**src/rtl/mem_arbiter_pkg.sv**
```systemverilog
// Shared definitions for the memory arbiter: bus widths and FSM state encoding.
package mem_arbiter_pkg;

  localparam int ADDR_W = 32;
  localparam int DATA_W = 32;

  typedef enum logic [1:0] {
    IDLE    = 2'd0,
    IF_BUSY = 2'd1,
    LS_BUSY = 2'd2
  } arb_state_e;

endpackage

```
**src/rtl/mem_arbiter_if.sv**
```systemverilog
// Bundle of the fetch, load/store and shared-memory handshake signals.
// The master modport is the requester/memory side, the slave modport is the arbiter.
interface mem_arbiter_if;
  import mem_arbiter_pkg::*;

  logic              if_req_i;
  logic [ADDR_W-1:0] if_addr_i;
  logic              if_gnt_o;
  logic              if_rvalid_o;
  logic [DATA_W-1:0] if_rdata_o;

  logic              ls_req_i;
  logic              ls_we_i;
  logic [ADDR_W-1:0] ls_addr_i;
  logic [DATA_W-1:0] ls_wdata_i;
  logic              ls_gnt_o;
  logic              ls_rvalid_o;
  logic [DATA_W-1:0] ls_rdata_o;

  logic              mem_req_o;
  logic              mem_we_o;
  logic [ADDR_W-1:0] mem_addr_o;
  logic [DATA_W-1:0] mem_wdata_o;
  logic [DATA_W-1:0] mem_rdata_i;
  logic              mem_ready_i;

  modport master (
    output if_req_i, if_addr_i,
    output ls_req_i, ls_we_i, ls_addr_i, ls_wdata_i,
    output mem_rdata_i, mem_ready_i,
    input  if_gnt_o, if_rvalid_o, if_rdata_o,
    input  ls_gnt_o, ls_rvalid_o, ls_rdata_o,
    input  mem_req_o, mem_we_o, mem_addr_o, mem_wdata_o
  );

  modport slave (
    input  if_req_i, if_addr_i,
    input  ls_req_i, ls_we_i, ls_addr_i, ls_wdata_i,
    input  mem_rdata_i, mem_ready_i,
    output if_gnt_o, if_rvalid_o, if_rdata_o,
    output ls_gnt_o, ls_rvalid_o, ls_rdata_o,
    output mem_req_o, mem_we_o, mem_addr_o, mem_wdata_o
  );

endinterface

```
**src/rtl/mem_arbiter_starve_counter.sv**
```systemverilog
// Saturating counter of consecutive cycles in which a fetch request was denied.
module starve_counter #(
  parameter  int LIMIT = 4,
  localparam int CNT_W = $clog2(LIMIT + 1)
) (
  input  logic             clk,
  input  logic             rst_n,
  input  logic             inc_i,
  input  logic             clr_i,
  output logic [CNT_W-1:0] cnt_o
);

  localparam logic [CNT_W-1:0] LIMIT_C = CNT_W'(LIMIT);

  logic [CNT_W-1:0] cnt_q;
  logic [CNT_W-1:0] cnt_d;

  // Clear wins over increment; increment stops once the limit is reached.
  always_comb begin
    cnt_d = cnt_q;
    if (clr_i) begin
      cnt_d = '0;
    end else if (inc_i && (cnt_q != LIMIT_C)) begin
      cnt_d = cnt_q + 1'b1;
    end
  end

  // Counter register.
  always_ff @(posedge clk or negedge rst_n) begin
    if (!rst_n) begin
      cnt_q <= '0;
    end else begin
      cnt_q <= cnt_d;
    end
  end

  assign cnt_o = cnt_q;

endmodule

```
**src/rtl/mem_arbiter.sv**
```systemverilog
// Two-requester memory arbiter: load/store normally has priority over
// instruction fetch, but a fetch starved for STARVE_LIMIT cycles wins next.
module mem_arbiter
  import mem_arbiter_pkg::*;
#(
  parameter int STARVE_LIMIT = 4
) (
  input  logic          clock_i,
  input  logic          reset_i,
  mem_arbiter_if.slave  bus
);

  localparam int CNT_W = $clog2(STARVE_LIMIT + 1);
  localparam logic [CNT_W-1:0] LIMIT_C = CNT_W'(STARVE_LIMIT);

  arb_state_e        state_q, state_d;
  logic [ADDR_W-1:0] addr_q, addr_d;
  logic              we_q, we_d;
  logic [DATA_W-1:0] wdata_q, wdata_d;
  logic              if_rvalid_q, if_rvalid_d;
  logic              ls_rvalid_q, ls_rvalid_d;
  logic [DATA_W-1:0] if_rdata_q, if_rdata_d;
  logic [DATA_W-1:0] ls_rdata_q, ls_rdata_d;

  logic              if_gnt;
  logic              ls_gnt;
  logic [CNT_W-1:0]  starve_cnt;
  logic              starve_at_limit;

  assign starve_at_limit = (starve_cnt == LIMIT_C);

  starve_counter #(
    .LIMIT (STARVE_LIMIT)
  ) u_starve (
    .clk   (clock_i),
    .rst_n (reset_i),
    .inc_i (bus.if_req_i && !if_gnt),
    .clr_i (if_gnt),
    .cnt_o (starve_cnt)
  );

  // Grant arbitration, request latching and completion handling.
  // Grants are gated with reset_i so they stay low while reset is asserted.
  always_comb begin
    state_d     = state_q;
    addr_d      = addr_q;
    we_d        = we_q;
    wdata_d     = wdata_q;
    if_rvalid_d = 1'b0;
    ls_rvalid_d = 1'b0;
    if_rdata_d  = if_rdata_q;
    ls_rdata_d  = ls_rdata_q;
    if_gnt      = 1'b0;
    ls_gnt      = 1'b0;

    case (state_q)
      IDLE: begin
        if (reset_i) begin
          if (bus.ls_req_i && !(bus.if_req_i && starve_at_limit)) begin
            ls_gnt = 1'b1;
          end else if (bus.if_req_i) begin
            if_gnt = 1'b1;
          end
        end
        if (ls_gnt) begin
          addr_d  = bus.ls_addr_i;
          we_d    = bus.ls_we_i;
          wdata_d = bus.ls_wdata_i;
          state_d = LS_BUSY;
        end else if (if_gnt) begin
          addr_d  = bus.if_addr_i;
          we_d    = 1'b0;
          wdata_d = '0;
          state_d = IF_BUSY;
        end
      end

      IF_BUSY: begin
        if (bus.mem_ready_i) begin
          if_rvalid_d = 1'b1;
          if_rdata_d  = bus.mem_rdata_i;
          state_d     = IDLE;
        end
      end

      LS_BUSY: begin
        if (bus.mem_ready_i) begin
          ls_rvalid_d = 1'b1;
          ls_rdata_d  = bus.mem_rdata_i;
          state_d     = IDLE;
        end
      end

      default: begin
        state_d = IDLE;
      end
    endcase
  end

  // State, latched request and response registers.
  always_ff @(posedge clock_i or negedge reset_i) begin
    if (!reset_i) begin
      state_q     <= IDLE;
      addr_q      <= '0;
      we_q        <= 1'b0;
      wdata_q     <= '0;
      if_rvalid_q <= 1'b0;
      ls_rvalid_q <= 1'b0;
      if_rdata_q  <= '0;
      ls_rdata_q  <= '0;
    end else begin
      state_q     <= state_d;
      addr_q      <= addr_d;
      we_q        <= we_d;
      wdata_q     <= wdata_d;
      if_rvalid_q <= if_rvalid_d;
      ls_rvalid_q <= ls_rvalid_d;
      if_rdata_q  <= if_rdata_d;
      ls_rdata_q  <= ls_rdata_d;
    end
  end

  assign bus.if_gnt_o    = if_gnt;
  assign bus.ls_gnt_o    = ls_gnt;
  assign bus.if_rvalid_o = if_rvalid_q;
  assign bus.ls_rvalid_o = ls_rvalid_q;
  assign bus.if_rdata_o  = if_rdata_q;
  assign bus.ls_rdata_o  = ls_rdata_q;
  assign bus.mem_req_o   = (state_q != IDLE);
  assign bus.mem_we_o    = (state_q == LS_BUSY) && we_q;
  assign bus.mem_addr_o  = addr_q;
  assign bus.mem_wdata_o = wdata_q;

endmodule

```
**src/flat_wrapper.sv**
```systemverilog
// flat-port wrapper written by rule: the top's interface ports become plain ports
module mem_arbiter_flat import mem_arbiter_pkg::*;
#(
  parameter int STARVE_LIMIT = 4
)
  (clock_i, reset_i, bus_if_req_i, bus_if_addr_i, bus_ls_req_i, bus_ls_we_i, bus_ls_addr_i, bus_ls_wdata_i, bus_mem_rdata_i, bus_mem_ready_i, bus_if_gnt_o, bus_if_rvalid_o, bus_if_rdata_o, bus_ls_gnt_o, bus_ls_rvalid_o, bus_ls_rdata_o, bus_mem_req_o, bus_mem_we_o, bus_mem_addr_o, bus_mem_wdata_o);
  mem_arbiter_if bus_i ();
  input  logic clock_i;
  input  logic reset_i;
  input wire logic [$bits(bus_i.if_req_i)-1:0] bus_if_req_i;
  input wire logic [$bits(bus_i.if_addr_i)-1:0] bus_if_addr_i;
  input wire logic [$bits(bus_i.ls_req_i)-1:0] bus_ls_req_i;
  input wire logic [$bits(bus_i.ls_we_i)-1:0] bus_ls_we_i;
  input wire logic [$bits(bus_i.ls_addr_i)-1:0] bus_ls_addr_i;
  input wire logic [$bits(bus_i.ls_wdata_i)-1:0] bus_ls_wdata_i;
  input wire logic [$bits(bus_i.mem_rdata_i)-1:0] bus_mem_rdata_i;
  input wire logic [$bits(bus_i.mem_ready_i)-1:0] bus_mem_ready_i;
  output wire logic [$bits(bus_i.if_gnt_o)-1:0] bus_if_gnt_o;
  output wire logic [$bits(bus_i.if_rvalid_o)-1:0] bus_if_rvalid_o;
  output wire logic [$bits(bus_i.if_rdata_o)-1:0] bus_if_rdata_o;
  output wire logic [$bits(bus_i.ls_gnt_o)-1:0] bus_ls_gnt_o;
  output wire logic [$bits(bus_i.ls_rvalid_o)-1:0] bus_ls_rvalid_o;
  output wire logic [$bits(bus_i.ls_rdata_o)-1:0] bus_ls_rdata_o;
  output wire logic [$bits(bus_i.mem_req_o)-1:0] bus_mem_req_o;
  output wire logic [$bits(bus_i.mem_we_o)-1:0] bus_mem_we_o;
  output wire logic [$bits(bus_i.mem_addr_o)-1:0] bus_mem_addr_o;
  output wire logic [$bits(bus_i.mem_wdata_o)-1:0] bus_mem_wdata_o;
  assign bus_i.if_req_i = bus_if_req_i;
  assign bus_i.if_addr_i = bus_if_addr_i;
  assign bus_i.ls_req_i = bus_ls_req_i;
  assign bus_i.ls_we_i = bus_ls_we_i;
  assign bus_i.ls_addr_i = bus_ls_addr_i;
  assign bus_i.ls_wdata_i = bus_ls_wdata_i;
  assign bus_i.mem_rdata_i = bus_mem_rdata_i;
  assign bus_i.mem_ready_i = bus_mem_ready_i;
  assign bus_if_gnt_o = bus_i.if_gnt_o;
  assign bus_if_rvalid_o = bus_i.if_rvalid_o;
  assign bus_if_rdata_o = bus_i.if_rdata_o;
  assign bus_ls_gnt_o = bus_i.ls_gnt_o;
  assign bus_ls_rvalid_o = bus_i.ls_rvalid_o;
  assign bus_ls_rdata_o = bus_i.ls_rdata_o;
  assign bus_mem_req_o = bus_i.mem_req_o;
  assign bus_mem_we_o = bus_i.mem_we_o;
  assign bus_mem_addr_o = bus_i.mem_addr_o;
  assign bus_mem_wdata_o = bus_i.mem_wdata_o;
  mem_arbiter #(.STARVE_LIMIT(STARVE_LIMIT)) u_core (.clock_i(clock_i), .reset_i(reset_i), .bus(bus_i));
endmodule
```
**config.mk**
```make
export PLATFORM = sky130hd
export DESIGN_NAME = mem_arbiter_flat
export DESIGN_NICKNAME = d
export VERILOG_FILES = /design/src/rtl/mem_arbiter_pkg.sv /design/src/rtl/mem_arbiter_if.sv /design/src/rtl/mem_arbiter_starve_counter.sv /design/src/rtl/mem_arbiter.sv /design/src/flat_wrapper.sv
export SDC_FILE = /design/constraint.sdc
export NUM_CORES = 1
export LEC_CHECK = 0
export BUFFER_PORTS_ARGS = -buffer_cell sky130_fd_sc_hd__buf_2
export CAP_MARGIN = 10
export CORE_MARGIN = 5
export CORE_UTILIZATION = 47
export CTS_BUF_LIST = sky130_fd_sc_hd__clkbuf_4
export CTS_CLUSTER_SIZE = 24
export DETAILED_ROUTE_END_ITERATION = 16
export PLACE_DENSITY = 0.87
export SLEW_MARGIN = 20
export SYNTH_ARGS = -nofsm -noshare
export SYNTH_HDL_FRONTEND = slang
export SYNTH_HIERARCHICAL = 1
export SYNTH_SLANG_ARGS = --single-unit
```
**constraint.sdc**
```tcl
create_clock -name clock_i -period 2.45 [get_ports clock_i]
set_clock_uncertainty 0.15 [all_clocks]
set_input_delay 0.245 -clock clock_i [delete_from_list [all_inputs] [get_ports clock_i]]
set_output_delay 0.245 -clock clock_i [all_outputs]
set_load 0.01 [all_outputs]
```
==> run metrics, run 1 <==
final WL 21000 um; critical path startpoint category flop; Ports 268; Layout area overhead 47.5%; Post-DRT Antenna Nets 0; final core utilization 70.9%; synth cell count leaders dfrtp_1 (136), mux2_2 (64), inv_1 (39); routed vias 5987; leak pwr between 4 and 5 nW; final setup fails 0; CP arrival between 1500 and 2000 ps; H-tree levels 4; Final Max Slew Viols 0; Initial Util between 40% and 50%; clock latency on the worst-skew pair about 530 ps; number of flops mapped to enable cells by yosys 0; first-pass GRT wire length about 33000 um; die extent in x 126 um; Buf/Inv on CP 2; top-count cell post-synth dfrtp_1; # clock sinks 136; CTS tree done; DRC Markers 0; setup TNS 0 ps; GRT overflow 0; slowest stage cell, crit path dfrtp_1; fin crit period 2300 ps; vias in the first global route roughly 6.3k; routability congestion estimate from global placement 0.817; Max FO, Critical Path 9; hold path startpoint bus_if_req_i; Worst R2R Start u_core/state_q[0]; largest net degree at the start of global routing 89; Rel. slew slack 38.5%; kind of critical path reg2out; total power 9.87 mW; Max clock buf depth 2; slowest cell delay on critical path 420 ps; unrepaired setup endpoints after global routing no; yosys warns 6; CTS Buf Count 17; origin of the worst setup path u_core/state_q[0]; DRT iter0 DRCs 406; area fraction of the dominant cell type after synthesis 53.5%; CP Capture Type output port; delay-heaviest family, CP flip-flops; Unique masters post-synth 36; nets 1038; worst-path cell chain inv_1 -> ha_2 -> and2_1 -> and3_4 -> buf_2; ys async rst share between 90% and 100%; FILL cells 843; Worst Path Required 2060 ps; number of max-cap violations 0; Area contributors post-synth dfrtp_1 (53%), mux2_2 (11%), a211oi_2 (5.7%), a22o_1 (4.5%), a21o_1 (3.8%); total die area 16000 um2; register area share after synthesis 53.5%; Die Y 126 um; Worst-Margin Slew roughly 920 ps; WL/cell around 19 um; Max IR drop VDD 0.735 mV; post-DP HPWL approximately 12000 um; Seq cells post-synth ~140; Global Route Usage Sum 26.2%; Syn Nets 652; Vias/cell 5.48; P per Cell Area 1050 nW/um2; worst min path class in2reg; hold violation total from the final report 0; port bufs 267; initial antenna violation count 5; outcome complete, no violations; clk slew on worst S/H paths 120 ps; post-route clock period utilization 93.7%; Post-CTS Setup Repair Bufs 0; Post-synth top flop dfrtp_1; layout cells sized above 1 a little under half; Row Count 42; Core Area 13200 um2; area of the mapped netlist 6370 um2; fmax 436 MHz; Mean Syn Cell Area around 12 um2; CTS Root Cell clkbuf_4; Post-Syn Instances 513; drt first pass iters 7; leading area contributor after synthesis dfrtp_1
-- cell type report --
cell class / instances / area [um2] / area share (%)
sequential: 136 / 3400 / 36.3
timing repair buffer: 413 / 2800 / 29.8
clock inverter: 12 / 81.3 / 0.866
tap: 176 / 220 / 2.35
clock buffer: 19 / 143 / 1.52
antenna: 5 / 12.5 / 0.133
inverter: 39 / 146 / 1.56
multi-input combinational: 292 / 2580 / 27.5
-- power breakdown --
part	switching, mW	internal [mW]	leakage, nW	total, mW
registers	0.699	3.35	1.65	4.05
logic	2.33	2.23	2.83	4.56
clock network	0.849	0.411	0.112	1.26
total	3.87	6.00	4.59	9.87
-- metrics by stage --
step / hold slack, ps / cells / cell area (um2) / setup WS [ps]
3_3_place_gp: -88.1 / 923 / 7810 / 417
3_5_place_dp: -88.2 / 923 / 7810 / 333
5_1_grt: 130 / 1092 / 9390 / 19.8
2_1_floorplan: -201 / 513 / 6370 / 316
4_1_cts: 71.4 / 1087 / 9370 / 0.276
6_report: 125 / 1092 / 9390 / 155
-- placed cells by master, fill, tap and decap left out, types with 2 or more instances in the layout --
| cell | synthesis | routed |
|---|---|---|
| a22o_1 | 33 | 33 |
| or3_1 | 32 | 32 |
| buf_2 | 23 | 266 |
| a211oi_1 | 3 | 3 |
| o311ai_1 | 7 | 7 |
| dfrtp_1 | 136 | 136 |
| o311ai_0 | 25 | 25 |
| clkinvlp_4 | 0 | 5 |
| clkinv_4 | 0 | 2 |
| diode_2 | 0 | 5 |
| nand2b_1 | 2 | 2 |
| clkbuf_4 | 0 | 19 |
| ha_1 | 5 | 4 |
| a21o_1 | 32 | 32 |
| nand2_1 | 4 | 4 |
| nor3_1 | 33 | 33 |
| buf_4 | 2 | 11 |
| nor2b_1 | 2 | 2 |
| mux2_2 | 64 | 64 |
| dlygate4sd3_1 | 0 | 133 |
| clkinv_1 | 0 | 2 |
| inv_1 | 39 | 39 |
| clkinv_2 | 0 | 2 |
| a211oi_2 | 29 | 29 |
| and2_1 | 3 | 3 |
| buf_12 | 0 | 2 |
-- flip-flops by register name (all words and copies together) (netlist names) --
name                    cells
u_core/bus.if_rdata_o      32
u_core/we_q                 1
u_core/bus.if_rvalid_o      1
u_core/state_q              2
u_core/bus.ls_rdata_o      32
u_core/bus.mem_wdata_o     32
u_core/bus.mem_addr_o      32
u_core/bus.ls_rvalid_o      1
u_core/u_starve/cnt_o       3
-- repair_timing --
action | CTS | global route
endpoints found under the hold margin | 266 | 0
endpoints found under the setup margin | 1 | 2
pin swaps | 0 | 0
resized for setup | 1 | 2
hold buffers | 133 | 0
gates cloned | 0 | 0
-- final timing paths --
check / cells after the start / slack, ps / endpoint
max in group asynchronous: 3 / 1140 / u_core/bus.if_rvalid_o
max: 5 / 150 / bus_ls_gnt_o
min: 4 / 120 / u_core/state_q[1]
min reg2reg: 1 / 360 / u_core/bus.ls_rdata_o[6]
min in group asynchronous: 3 / 180 / u_core/bus.mem_addr_o[19]
max reg2reg: 6 / 340 / u_core/bus.mem_wdata_o[26]
-- worst register-to-register path, delay by kind of cell (launching register included) --
family	cells	cell delay, ps
fa+ha+maj	1	280
simple gates	2	420
compound gates	1	280
flops	1	420
buf+inv	2	500
-- logic make-up (layout without fill, tap and decap cells) --
kind of cell	count (synthesis)	after routing	share of synthesized area, %
AOI/OAI and AO/OA	139	139	20.2
adders and majority gates	5	5	0.983
buffers and inverters	85	483	6.29
DFF	136	136	53.5
muxes	66	66	11.7
other	0	5	0
and+or+nand+nor	82	82	7.39
-- metal layers --
metal	share of wire, %	wire [um]	global-route usage [%]	up-vias
met1	36	7570	29.8	2869
li1	-	-	-	2695
met4	5.3	1120	16.0	0
met5	0	0	0	-
met3	6.3	1310	5.93	89
met2	52	11000	44.7	334
No activity file was read; power rests on OpenSTA's default activity.
==> run 2: changes to the inputs <==
--- a/config.mk
+++ b/config.mk
@@ -12,9 +12,8 @@
 export CTS_BUF_LIST = sky130_fd_sc_hd__clkbuf_4
 export CTS_CLUSTER_SIZE = 24
 export DETAILED_ROUTE_END_ITERATION = 16
-export PLACE_DENSITY = 0.87
+export PLACE_DENSITY = 0.89
 export SLEW_MARGIN = 20
 export SYNTH_ARGS = -nofsm -noshare
 export SYNTH_HDL_FRONTEND = slang
-export SYNTH_HIERARCHICAL = 1
 export SYNTH_SLANG_ARGS = --single-unit
==> run 2 against run 1 <==
  * The flow now finishes with violations (negative setup slack)
  * Global-route usage is 2.1 points higher
  * Synthesized area fell by 9.9%
  * Fmax decreased by 7.3%
  * Non-clock buffer count fell by 1
  * Power is 8.1% higher
  * First-iteration DRC count is 26% higher
  * Critical path type is now reg2reg
==> run metrics, run 2 <==
outcome finished, violations left; violated checks negative setup slack; critical path startpoint category flop; Max IR drop VDD 0.636 mV; Vias/cell 5.55; setup TNS -25.7 ps; Post-Syn Instances 437; R2R depth 7; r2r endpoint u_core.bus.mem_addr_o[20]; Mean Syn Cell Area roughly 13 um2; vias in the first global route 5996; commonest non-fill, non-tap cells in the layout buf_2 (266), dfrtp_1 (136), dlygate4sd3_1 (132); Max FO, Critical Path 23; Hold EP u_core.bus.mem_addr_o[16]; hold violation total from the final report 0; WL/cell between 20 and 25 um; DRC Markers 0; Worst-Margin Slew 741 ps; Worst Path Required 2710 ps; busiest grt layer met2; clock latency on the worst-skew pair ~520 ps; largest net degree at the start of global routing 132; reg-to-reg slack, setup -30 ps; routability congestion estimate from global placement 0.875; clk slew on worst S/H paths approximately 130 ps; ys async rst share 100%; initial antenna violation count 0; CTS Root Cell clkbuf_4; Global Route Usage Sum 28.2%; Area contributors post-synth dfrtp_1 (59%), mux2_2 (13%), o211ai_2 (6.5%), a22o_1 (5.0%), o211ai_1 (4.6%); GR Layer Usage met3 under 10%; Ports 268; Max clock buf depth 2; kind of critical path reg2reg; top-count cell post-synth dfrtp_1; Die Y between 100 and 150 um; post-DP HPWL 11600 um; Initial Util 47.9%; number of max-cap violations 0; post-route clock period utilization 101%; synth cell count leaders dfrtp_1 (136), nand2_1 (68), mux2_2 (64); total die area 14500 um2; routed vias 5507; hold path startpoint bus_if_addr_i[16]; Hold Path Stages 4; Final Worst Setup Slack -25.7 ps; # clock sinks 136; die extent in x 120 um; layout cells sized above 1 48.0%; most common cell after layout, fill and taps aside buf_2; worst min path class in2reg; CTS tree done; Post-synth top flop dfrtp_1; H-tree levels 4; yosys warns 0; # diodes 0; DRT iter0 DRCs approximately 510; Row Count 40; register area share after synthesis between 50% and 60%; M2 GR Usage 50.0%; leading area contributor after synthesis dfrtp_1; final core utilization around 75%; Rel. slew slack 50.6%; port bufs roughly 270; final WL 20900 um; final setup fails 1; Post-DRT Antenna Nets 0; Unique masters post-synth 30; CTS Buf Count 17; drt first pass iters 5; Layout area overhead 55.5%; nets slightly below 1k; grt met1 use roughly a third; Seq cells post-synth 136; area fraction of the dominant cell type after synthesis between 50 and 60%; Syn Nets 576; Worst R2R Start u_core.u_starve.cnt_o[1]; leak pwr 4.51 nW; fin crit period 2480 ps; number of flops mapped to enable cells by yosys 0; Core Area between 10000 and 15000 um2; CP Capture Type flop; Final Max Slew Viols 0; P per Cell Area 1200 nW/um2; first-pass GRT wire length 32200 um; GRT overflow 0; fmax 404 MHz; CP arrival approximately 2700 ps; area of the mapped netlist 5730 um2
==> run 2: cell count changes after synthesis, sizes merged, moves of 32 or more <==
cell    delta
o211ai    +65
nand2     +64
a211oi    -32
a21o      -32
o311ai    -32
or3       -32
==> run 2: how the worst max path moves through the flow <==
stage | to | slack (ps) | from
floorplan | u_core.bus.mem_addr_o[0] | 700 | u_core.u_starve.cnt_o[0]
global placement | u_core.bus.mem_wdata_o[11] | 640 | u_core.u_starve.cnt_o[0]
detailed placement | u_core.bus.mem_wdata_o[19] | 560 | u_core.u_starve.cnt_o[0]
CTS | u_core.bus.mem_addr_o[22] | 80 | u_core.u_starve.cnt_o[1]
global route | u_core.bus.mem_addr_o[20] | -110 | u_core.u_starve.cnt_o[1]
finish | u_core.bus.mem_addr_o[20] | -30 | u_core.u_starve.cnt_o[1]
==> run 2: worst max-delay path, stage by stage (launching register included) <==
cell	delay, ps
dfrtp_1	420
inv_1	60
ha_1	210
and3_1	200
buf_6	190
o211ai_1	350
o211ai_2	170
dlygate4sd3_1	600
==> run 2: repair_timing <==
action                                  CTS  global route
endpoints found under the hold margin   269             0
hold buffers                            133             0
resized for setup                         0             6
setup buffers                             0             0
endpoints found under the setup margin    0            32
==> run 2: layout make-up <==
type	instances	area, um2
flip-flops and latches	136	3400
fillers	690	3050
repair buffers	412	2830
multi-input cells	259	2130
clock inverters	13	201
well taps	147	184
clock buffers	18	135
inverters	8	30.0
==> run 2: layer usage <==
| layer | part of all wire [%] | vias up | wire length (um) |
|---|---|---|---|
| met2 | 51 | 366 | 10600 |
| met1 | 36 | 2702 | 7590 |
| met5 | 0 | - | 0 |
| met4 | 3.0 | 0 | 634 |
| li1 | - | 2384 | - |
| met3 | 9.6 | 55 | 2000 |
==> run 2: stage by stage <==
step                std cells  hold WS, ps  cell area, um2  total power, mW  worst slack, ps
global placement          828        -94.9            7200             7.84              636
finish                    993         84.8            8910             10.7            -25.7
floorplan                 437         -201            5730             6.26              703
global route              993         61.2            8910             11.2             -106
detailed placement        828        -93.8            7200             8.08              555
CTS                       992          152            8870             10.3             84.3
==> run 2: kinds of logic (layout without fill, tap and decap cells) <==
group,Yosys count,in the layout,share of synthesized area [%]
flops,136,136,59.4
compound gates,106,106,17.2
simple gates,82,82,5.83
mux,65,65,12.7
buf+inv,42,451,3.64
fa+ha+maj,5,5,1.09
xor+xnor,1,1,0.153
==> run 2: report_power, final <==
group	total, mW	switching, mW	internal [mW]
combinational	4.86	2.44	2.42
sequential	4.06	0.714	3.35
clock	1.74	0.826	0.917
total	10.7	3.98	6.68
